<file path="src/rtl/wb_arbiter_if.sv">
// rtl/wb_arbiter_if.sv - write-back arbiter bus: issue, ALU, LSU and register file write port
interface wb_arbiter_if;
  logic        issue_valid;
  logic [4:0]  issue_rd;
  logic        alu_valid;
  logic [4:0]  alu_rd;
  logic [31:0] alu_data;
  logic        alu_ready;
  logic        lsu_valid;
  logic [4:0]  lsu_rd;
  logic [31:0] lsu_data;
  logic        lsu_ready;
  logic        RegWrite;
  logic [4:0]  rd;
  logic [31:0] wd;
  logic [31:0] pending;

  modport slave (
    input  issue_valid, issue_rd,
    input  alu_valid, alu_rd, alu_data,
    output alu_ready,
    input  lsu_valid, lsu_rd, lsu_data,
    output lsu_ready,
    output RegWrite, rd, wd, pending
  );

  modport master (
    output issue_valid, issue_rd,
    output alu_valid, alu_rd, alu_data,
    input  alu_ready,
    output lsu_valid, lsu_rd, lsu_data,
    input  lsu_ready,
    input  RegWrite, rd, wd, pending
  );
endinterface

</file>
<file path="src/rtl/wb_arbiter.sv">
// rtl/wb_arbiter.sv - ALU FIFO + LSU write-back merge with pending scoreboard; WB_ROUNDROBIN_EN selects round-robin
module wb_arbiter #(
  parameter int ALU_FIFO_DEPTH = 2
) (
  input  logic        clk,
  input  logic        rst,
  wb_arbiter_if.slave bus
);
  localparam int PW = $clog2(ALU_FIFO_DEPTH);
  localparam int CW = PW + 1;

  logic [4:0]    fifo_rd   [ALU_FIFO_DEPTH];
  logic [31:0]   fifo_data [ALU_FIFO_DEPTH];
  logic [PW-1:0] wr_ptr;
  logic [PW-1:0] rd_ptr;
  logic [CW-1:0] count;
  logic [CW-1:0] count_next;
  logic          alu_ready_q;
  logic          alu_ready_int;
  logic          lsu_ready_int;
  logic          fifo_nonempty;
  logic          push;
  logic          pop;
  logic          grant_lsu;
  logic          grant_alu;
  logic [4:0]    sel_rd;
  logic [31:0]   sel_data;
  logic          regwrite_q;
  logic [4:0]    rd_q;
  logic [31:0]   wd_q;
  logic [31:0]   pending_q;
  logic [31:0]   set_mask;
  logic [31:0]   clr_mask;

`ifdef WB_ROUNDROBIN_EN
  localparam logic GRANT_ALU = 1'b0;
  localparam logic GRANT_LSU = 1'b1;
  logic last_grant;
`endif

  // Arbitration, FIFO occupancy and scoreboard masks.
  always_comb begin
    fifo_nonempty = (count != '0);
`ifdef WB_ROUNDROBIN_EN
    lsu_ready_int = !rst && !(fifo_nonempty && last_grant == GRANT_LSU);
`else
    lsu_ready_int = !rst;
`endif
    alu_ready_int = alu_ready_q && !rst;
    push      = bus.alu_valid && alu_ready_int;
    grant_lsu = bus.lsu_valid && lsu_ready_int;
    grant_alu = fifo_nonempty && !grant_lsu;
    pop       = grant_alu;
    sel_rd    = grant_lsu ? bus.lsu_rd   : fifo_rd[rd_ptr];
    sel_data  = grant_lsu ? bus.lsu_data : fifo_data[rd_ptr];
    count_next = count;
    if (push && !pop)
      count_next = count + 1'b1;
    else if (!push && pop)
      count_next = count - 1'b1;
    set_mask = bus.issue_valid ? (32'd1 << bus.issue_rd) : 32'd0;
    clr_mask = regwrite_q ? (32'd1 << rd_q) : 32'd0;
  end

  // FIFO storage; contents need no reset because occupancy gates every read.
  always_ff @(posedge clk) begin
    if (push) begin
      fifo_rd[wr_ptr]   <= bus.alu_rd;
      fifo_data[wr_ptr] <= bus.alu_data;
    end
  end

  // FIFO pointers and registered ready; pointers wrap naturally at the power-of-two depth.
  always_ff @(posedge clk) begin
    if (rst) begin
      wr_ptr      <= '0;
      rd_ptr      <= '0;
      count       <= '0;
      alu_ready_q <= 1'b1;
    end else begin
      if (push)
        wr_ptr <= wr_ptr + 1'b1;
      if (pop)
        rd_ptr <= rd_ptr + 1'b1;
      count       <= count_next;
      alu_ready_q <= (count_next != CW'(ALU_FIFO_DEPTH));
    end
  end

`ifdef WB_ROUNDROBIN_EN
  // Remember which source won last so contention alternates.
  always_ff @(posedge clk) begin
    if (rst)
      last_grant <= GRANT_ALU;
    else if (grant_lsu)
      last_grant <= GRANT_LSU;
    else if (grant_alu)
      last_grant <= GRANT_ALU;
  end
`endif

  // Register file write port; x0 results are consumed but never written.
  always_ff @(posedge clk) begin
    if (rst) begin
      regwrite_q <= 1'b0;
      rd_q       <= 5'd0;
      wd_q       <= 32'd0;
    end else if (grant_lsu || grant_alu) begin
      regwrite_q <= (sel_rd != 5'd0);
      rd_q       <= sel_rd;
      wd_q       <= sel_data;
    end else begin
      regwrite_q <= 1'b0;
    end
  end

  // Pending scoreboard: a new issue beats the completing write to the same register.
  always_ff @(posedge clk) begin
    if (rst)
      pending_q <= 32'd0;
    else
      pending_q <= ((pending_q & ~clr_mask) | set_mask) & ~32'd1;
  end

  assign bus.alu_ready = alu_ready_int;
  assign bus.lsu_ready = lsu_ready_int;
  assign bus.RegWrite  = regwrite_q;
  assign bus.rd        = rd_q;
  assign bus.wd        = wd_q;
  assign bus.pending   = pending_q;
endmodule

</file>
<file path="src/flat_wrapper.sv">
// flat-port wrapper written by rule: the top's interface ports become plain ports
module wb_arbiter_flat 
#(
  parameter int ALU_FIFO_DEPTH = 2
)
  (clk, rst, bus_issue_valid, bus_issue_rd, bus_alu_valid, bus_alu_rd, bus_alu_data, bus_alu_ready, bus_lsu_valid, bus_lsu_rd, bus_lsu_data, bus_lsu_ready, bus_RegWrite, bus_rd, bus_wd, bus_pending);
  wb_arbiter_if bus_i ();
  input  logic clk;
  input  logic rst;
  input wire logic [$bits(bus_i.issue_valid)-1:0] bus_issue_valid;
  input wire logic [$bits(bus_i.issue_rd)-1:0] bus_issue_rd;
  input wire logic [$bits(bus_i.alu_valid)-1:0] bus_alu_valid;
  input wire logic [$bits(bus_i.alu_rd)-1:0] bus_alu_rd;
  input wire logic [$bits(bus_i.alu_data)-1:0] bus_alu_data;
  output wire logic [$bits(bus_i.alu_ready)-1:0] bus_alu_ready;
  input wire logic [$bits(bus_i.lsu_valid)-1:0] bus_lsu_valid;
  input wire logic [$bits(bus_i.lsu_rd)-1:0] bus_lsu_rd;
  input wire logic [$bits(bus_i.lsu_data)-1:0] bus_lsu_data;
  output wire logic [$bits(bus_i.lsu_ready)-1:0] bus_lsu_ready;
  output wire logic [$bits(bus_i.RegWrite)-1:0] bus_RegWrite;
  output wire logic [$bits(bus_i.rd)-1:0] bus_rd;
  output wire logic [$bits(bus_i.wd)-1:0] bus_wd;
  output wire logic [$bits(bus_i.pending)-1:0] bus_pending;
  assign bus_i.issue_valid = bus_issue_valid;
  assign bus_i.issue_rd = bus_issue_rd;
  assign bus_i.alu_valid = bus_alu_valid;
  assign bus_i.alu_rd = bus_alu_rd;
  assign bus_i.alu_data = bus_alu_data;
  assign bus_alu_ready = bus_i.alu_ready;
  assign bus_i.lsu_valid = bus_lsu_valid;
  assign bus_i.lsu_rd = bus_lsu_rd;
  assign bus_i.lsu_data = bus_lsu_data;
  assign bus_lsu_ready = bus_i.lsu_ready;
  assign bus_RegWrite = bus_i.RegWrite;
  assign bus_rd = bus_i.rd;
  assign bus_wd = bus_i.wd;
  assign bus_pending = bus_i.pending;
  wb_arbiter #(.ALU_FIFO_DEPTH(ALU_FIFO_DEPTH)) u_core (.clk(clk), .rst(rst), .bus(bus_i));
endmodule
</file>
<file path="config.mk">
export PLATFORM = sky130hd
export DESIGN_NAME = wb_arbiter_flat
export DESIGN_NICKNAME = d
export VERILOG_FILES = /design/src/rtl/wb_arbiter_if.sv /design/src/rtl/wb_arbiter.sv /design/src/flat_wrapper.sv
export SDC_FILE = /design/constraint.sdc
export NUM_CORES = 1
export LEC_CHECK = 0
export ABC_AREA = 1
export BUFFER_PORTS_ARGS = -buffer_cell sky130_fd_sc_hd__buf_2
export CORE_ASPECT_RATIO = 1.5
export CORE_MARGIN = 3
export CORE_UTILIZATION = 47
export CTS_CLUSTER_DIAMETER = 50
export DETAILED_ROUTE_END_ITERATION = 16
export GPL_TIMING_DRIVEN = 0
export PLACE_DENSITY = 0.8
export SLEW_MARGIN = 10
export SYNTH_ARGS = -nofsm -noshare
export SYNTH_HDL_FRONTEND = slang
export SYNTH_SLANG_ARGS = --single-unit
</file>
<file path="constraint.sdc">
create_clock -name clk -period 2.8 [get_ports clk]
set_clock_uncertainty 0.15 [all_clocks]
set_input_delay 0 -clock clk [delete_from_list [all_inputs] [get_ports clk]]
set_output_delay 0 -clock clk [all_outputs]
set_load 0.05 [all_outputs]
</file>
==> results.sh, run 1 <==
export IMPL_ir_drop_v=0.0005588
export IMPL_dp_hpwl_um=11270
export IMPL_synth_area_per_cell_um2=9.035
export IMPL_min_to="u_core.bus.wd[8]"
export IMPL_drive_above_1_share_pct=23.09
export IMPL_seq_power_share_pct=38.0
export IMPL_period_share_pct=88.95
export IMPL_clock_fmax_ghz=0.4015
export IMPL_hold_path_class="primary input to register"
export IMPL_cp_end_kind="register"
export IMPL_clk_latency_ns=0.42
export IMPL_die_h_um=143.6
export IMPL_synth_net_count=742
export IMPL_yosys_warnings=0
export IMPL_slew_violations=0
export IMPL_dieArea_um2=14040
export IMPL_fin_crit_ns=2.491
export IMPL_setup_violations=0
export IMPL_startpoint_type="primary input"
export IMPL_r2r_end="u_core.bus.rd[1]"
export IMPL_ctsResizeCount=0
export IMPL_antenna_found_initial=1
export IMPL_nets=1016
export IMPL_fp_coreArea_um2=12140
export IMPL_hold_slack_ns=0.09222
export IMPL_required_ns=2.97
export IMPL_path_cells="dlygate4sd3_1 -> buf_2 -> inv_2 -> nand2_2 -> buf_6 -> inv_2 -> nand2_1 -> nand2_1 -> nand2_1 -> dlygate4sd3_1 -> o211ai_1 -> dlygate4sd3_1 -> inv_1"
export IMPL_synth_cells=657
export IMPL_worstHoldStart="bus_lsu_valid"
export IMPL_ys_ff_latch=149
export IMPL_io_buffers=152
export IMPL_wl_per_cell_um=17.45
export IMPL_synth_cell_area_um2=5936
export IMPL_ys_types=22
export IMPL_ant_nets=0
export IMPL_r2r_start="u_core.count[0]"
export IMPL_holdPathStages=6
export IMPL_power_share_clock_pct=30.3
export IMPL_critPathMaxStageDelay_ns=0.58
export IMPL_grt_total_usage_pct=27.37
export IMPL_die_w_um=97.76
export IMPL_powerDensity_nw_per_um2=831.4
export IMPL_p_leak_uw=0.003677
export IMPL_max_clock_path_buffers=2
export IMPL_setup_tns_ns=0
export IMPL_switchingPower_uw=2693
export IMPL_first_pass_iters=5
export IMPL_clock_sinks=149
export IMPL_seq_area_frac_synth_pct=62.73
export IMPL_wl_um=19160
export IMPL_initialDrtViolationCount=394
export IMPL_max_slew_worst_pin_slew_ns=0.6661
export IMPL_critPathMaxFanout=10
export IMPL_grt_max_degree=30
export IMPL_finalInstanceArea_um2=8504
export IMPL_drc_errors=0
export IMPL_num_fill_cells=848
export IMPL_rsz0062_at_grt="no"
export IMPL_crit_arrival_ns=2.66
export IMPL_path_clk_slew_ns=0.06
export IMPL_io_pins=156
export IMPL_status="complete, no violations"
export IMPL_p_int_uw=4377
export IMPL_gp_congestion=0.9225
export IMPL_power_uw=7071
export IMPL_overflow=0
export IMPL_drv_cap=0
export IMPL_r2r_slack_ns=0.37
export IMPL_switching_share_pct=38.09
export IMPL_grt_pass1_vias=5957
export IMPL_cts_tree="yes"
export IMPL_r2r_cells=8
export IMPL_dpl_cell_area_um2=6943
export IMPL_initial_core_util_pct=48.90
export IMPL_grt_pass1_wl_um=29690
export IMPL_cp_slowest_cell="dlygate4sd3_1"
export IMPL_cts_buffers=17
export IMPL_power_frac_comb_pct=31.6
export IMPL_routed_via_density=5.373
export IMPL_layout_commonest_cell="nand2_1"
export IMPL_hold_viol=0
export IMPL_vias=5900
export IMPL_layout_common_cells="nand2_1, buf_2, dlygate4sd3_1, dfxtp_1, edfxtp_1"
export IMPL_rows=49
export IMPL_relSlewSlack_pct=55.60
export IMPL_root_buffer="clkbuf_16"
export IMPL_crit_type="primary input to register"
export IMPL_h_tree_depth=4
export IMPL_area_delta_synth_final_pct=43.28
## synthesized netlist by cell type
library cell | number | area, µm²
nand2_1 | 261 | 979.7
dfxtp_1 | 75 | 1501
edfxtp_1 | 74 | 2222
a21oi_1 | 38 | 190.2
inv_1 | 30 | 112.6
a31oi_1 | 29 | 181.4
nand3_1 | 28 | 140.1
nor2_1 | 28 | 105.1
o21ai_0 | 28 | 140.1
buf_2 | 16 | 80.08
clkbuf_1 | 14 | 52.55
nand4_1 | 9 | 56.30
buf_4 | 6 | 45.04
inv_2 | 5 | 18.77
o211ai_1 | 5 | 37.54
nand2_2 | 3 | 18.77
nor3_1 | 3 | 15.01
a22oi_1 | 1 | 7.510
buf_1 | 1 | 3.750
buf_6 | 1 | 11.26
conb_1 | 1 | 3.750
ha_1 | 1 | 12.51
## power by group through the flow
stage	Sequential, µW	Clock (µW)	Combinational [µW]
floorplan	3190	0	925
global placement	2720	0	1920
detailed placement	2710	0	1970
CTS	2670	2120	2160
global route	2710	2240	2410
finish	2690	2150	2240
## worst max path at each step
stage	startpoint	endpoint	slack, ns	cells past startpoint
floorplan	u_core.alu_ready_q	u_core.fifo_data[0][0]	0.16	2
global placement	u_core.alu_ready_q	u_core.fifo_data[0][15]	-0.76	2
detailed placement	u_core.alu_ready_q	u_core.fifo_data[0][15]	1.09	3
CTS	rst	u_core.bus.rd[4]	0.43	13
global route	rst	u_core.bus.rd[1]	0.19	13
finish	rst	u_core.bus.rd[1]	0.31	13
## per-layer routing
metal	track usage [%]	up-vias	wire, µm
li1	-	2739	-
met1	29.57	2738	6735
met2	49.48	352	10080
met3	7.237	71	1645
met4	13.64	0	699
met5	0	-	0
## registers in the layout, indices dropped and copies added, names as in the netlist, named ones only
signal and count:
u_core.wr_ptr 1, u_core.alu_ready_q 1, u_core.rd_ptr 1, u_core.bus.RegWrite 1, u_core.fifo_rd 10, u_core.bus.pending 31, u_core.bus.rd 5, u_core.fifo_data 64
u_core.count 2, u_core.bus.wd 32
## repair_timing
action	in CTS	in global routing
hold buffers	101	0
buffers inserted	0	0
endpoints found under the hold margin	144	0
## cell type report
| cell class | instances | area [µm²] | share of cell area [%] |
|---|---|---|---|
| sequential | 149 | 3724 | 43.78 |
| multi-input combinational | 435 | 1903 | 22.38 |
| timing repair buffer | 255 | 1812 | 21.30 |
| clock buffer | 18 | 429.2 | 5.046 |
| buffer | 38 | 192.7 | 2.266 |
| tap | 153 | 191.4 | 2.251 |
| inverter | 35 | 131.4 | 1.545 |
| clock inverter | 14 | 118.9 | 1.398 |
| antenna | 1 | 2.502 | 0.02942 |
## worst max-delay path: cells and delay by family
kind / cells / cell delay, ns
and+or+nand+nor: 4 / 0.29
buffers and inverters: 8 / 2.27
AOI/OAI and AO/OA: 1 / 0.10
## stage by stage
stage	cells	utilization [%]	worst slack, ns
final	1098	70.06	0.3095
after global routing	1098	70.06	0.1901
after CTS	1097	70.04	0.4309
after detailed placement	964	57.19	1.094
after global placement	962	56.74	-0.7565
after floorplan	657	-	0.1637
## logic make-up after synthesis
logic type | Yosys count | synth area share [%]
AND/OR/NAND/NOR | 332 | 22.15
flip-flops | 149 | 62.73
AO/OA/AOI/OAI | 101 | 9.380
buffers and inverters | 73 | 5.460
adder cells (fa/ha/maj) | 1 | 0.2108
other | 1 | 0.06318
No activity file was read; power rests on OpenSTA's default activity.
==> run 2: changes to the inputs <==
--- a/config.mk
+++ b/config.mk
@@ -9,11 +9,12 @@
 export BUFFER_PORTS_ARGS = -buffer_cell sky130_fd_sc_hd__buf_2
 export CORE_ASPECT_RATIO = 1.5
 export CORE_MARGIN = 3
-export CORE_UTILIZATION = 47
+export CORE_UTILIZATION = 35
 export CTS_CLUSTER_DIAMETER = 50
 export DETAILED_ROUTE_END_ITERATION = 16
 export GPL_TIMING_DRIVEN = 0
-export PLACE_DENSITY = 0.8
+export PLACE_DENSITY = 0.64
+export RECOVER_POWER = 25
 export SLEW_MARGIN = 10
 export SYNTH_ARGS = -nofsm -noshare
 export SYNTH_HDL_FRONTEND = slang
==> results.sh, run 2 (synthesis gave the netlist of run 1 again) <==
export IMPL_status="complete, no violations"
export IMPL_max_slew_worst_pin_slew_ns=0.6714
export IMPL_dp_hpwl_um=12010
export IMPL_grt_max_degree=28
export IMPL_crit_type="primary input to register"
export IMPL_root_buffer="clkbuf_16"
export IMPL_initialDrtViolationCount=395
export IMPL_min_to="u_core.bus.rd[2]"
export IMPL_cp_slowest_cell="dlygate4sd3_1"
export IMPL_powerDensity_nw_per_um2=839.0
export IMPL_nets=1012
export IMPL_drc_errors=0
export IMPL_slew_violations=0
export IMPL_hold_viol=0
export IMPL_fin_crit_ns=2.209
export IMPL_wl_per_cell_um=15.23
export IMPL_first_pass_iters=5
export IMPL_layout_commonest_cell="nand2_1"
export IMPL_crit_arrival_ns=2.39
export IMPL_routed_via_density=4.790
export IMPL_relSlewSlack_pct=55.24
export IMPL_r2r_cells=8
export IMPL_cpMostUsedCell="dlygate4sd3_1"
export IMPL_h_tree_depth=4
export IMPL_num_fill_cells=1541
export IMPL_period_share_pct=78.89
export IMPL_cts_buffers=17
export IMPL_initial_core_util_pct=36.19
export IMPL_largest_reg_flops=64
export IMPL_utilization_pct=52.24
export IMPL_grt_pass1_wl_um=27430
export IMPL_layout_common_cells="nand2_1, buf_2, dlygate4sd3_1, dfxtp_1, edfxtp_1"
export IMPL_grt_total_usage_pct=18.83
export IMPL_ir_drop_v=0.0004595
export IMPL_critPathMaxFanout=6
export IMPL_required_ns=2.99
export IMPL_drv_cap=0
export IMPL_holdPathStages=6
export IMPL_critPathMaxStageDelay_ns=0.67
export IMPL_rsz0062_at_grt="no"
export IMPL_fp_coreArea_um2=16400
export IMPL_path_clk_slew_ns=0.06
export IMPL_postCtsSetupRepairBufs=0
export IMPL_wl_um=17450
export IMPL_area_delta_synth_final_pct=44.37
export IMPL_startpoint_type="primary input"
export IMPL_clock_sinks=149
export IMPL_path_cells="dlygate4sd3_1 -> buf_2 -> nor2_1 -> dlygate4sd3_1 -> nand4_1 -> dlygate4sd3_1 -> a21oi_1"
export IMPL_r2r_slack_ns=0.61
export IMPL_layout_setup_ws_ns=0.5910
export IMPL_ant_nets=0
export IMPL_drive_above_1_share_pct=20.64
export IMPL_dieArea_um2=18590
export IMPL_io_pins=156
export IMPL_place_ws_ns=1.052
export IMPL_rows=57
export IMPL_power_uw=7190
export IMPL_clk_latency_ns=0.41
export IMPL_r2r_start="u_core.count[0]"
export IMPL_max_clock_path_buffers=2
export IMPL_die_w_um=112.3
export IMPL_worstHoldStart="bus_lsu_valid"
export IMPL_clock_fmax_ghz=0.4527
export IMPL_io_buffers=152
export IMPL_setup_violations=0
export IMPL_grt_pass1_vias=5531
export IMPL_die_h_um=165.5
export IMPL_antenna_found_initial=0
export IMPL_setup_tns_ns=0
export IMPL_r2r_end="u_core.bus.wd[21]"
export IMPL_cts_tree="yes"
export IMPL_n_antenna_cell=0
export IMPL_overflow=0
export IMPL_gp_congestion=0.9105
export IMPL_vias=5489
export IMPL_regMostFlops="u_core.fifo_data"
export IMPL_cp_end_kind="register"
export IMPL_hold_path_class="primary input to register"
export IMPL_p_leak_uw=0.003643
-- run 2: changes by cell type in the layout (fill, tap and decap cells not counted), sizes merged --
cell         previous run  this run
buf                   178       153
clkbuf                 32        57
dlygate4sd3           101        97
clkinvlp                4         1
bufinv                  0         2
diode                   1         0
inv                    42        43
-- run 2: per-stage QoR --
stage,hold slack (ns),std cells,cell area [µm²]
after global routing,0.07884,1146,8569
final,0.02337,1146,8569
after floorplan,-0.05113,657,5936
after CTS,0.004197,1146,8601
after detailed placement,0.04088,1017,7009
after global placement,0.03881,1015,6954
-- run 2: power by group --
| part | total [µW] | switching (µW) | internal [µW] |
|---|---|---|---|
| registers | 2670 | 117 | 2560 |
| logic | 2140 | 1520 | 625 |
| clock network | 2380 | 992 | 1380 |
| total | 7190 | 2630 | 4560 |
-- run 2: critical path: cells and delay by family --
kind	cells	cell delay [ns]
buffers and inverters	4	1.96
AOI/OAI and AO/OA	1	0.16
and+or+nand+nor	2	0.27
-- run 2: layer usage --
metal  up-vias  global-route usage, %  part of all wire, %
met1      2510                  20.67                   38
met5         -                      0                    0
li1       2732                      -                    -
met3        42                  3.682                  5.6
met4         0                  9.732                  4.0
met2       205                  34.32                   52
-- run 2: area by class of cell --
cell class,instances,area [µm²],share of cell area (%)
plain buffers,38,192.7,2.249
clock buffers,18,439.2,5.125
clock inverters,14,181.4,2.117
inverters,35,131.4,1.533
multi-input cells,435,1903,22.21
flip-flops and latches,149,3724,43.45
well taps,206,257.7,3.008
repair buffers,251,1740,20.31
-- run 2: worst max path at each step --
stage,from,end,slack (ns),cells after the start
2_1_floorplan,u_core.alu_ready_q,u_core.fifo_data[0][0],0.16,2
3_3_place_gp,u_core.alu_ready_q,u_core.fifo_data[1][20],-0.91,2
3_5_place_dp,u_core.alu_ready_q,u_core.fifo_data[0][1],1.05,3
4_1_cts,u_core.count[0],u_core.bus.wd[21],0.60,8
5_1_grt,u_core.count[0],u_core.bus.wd[17],0.49,8
6_report,bus_issue_rd[1],u_core.bus.pending[20],0.59,7
-- run 2: timing repair --
action | 4_1_cts | 5_1_grt
hold endpoints to repair | 144 | 0
gates resized for setup | 0 | 0
hold buffers | 97 | 0
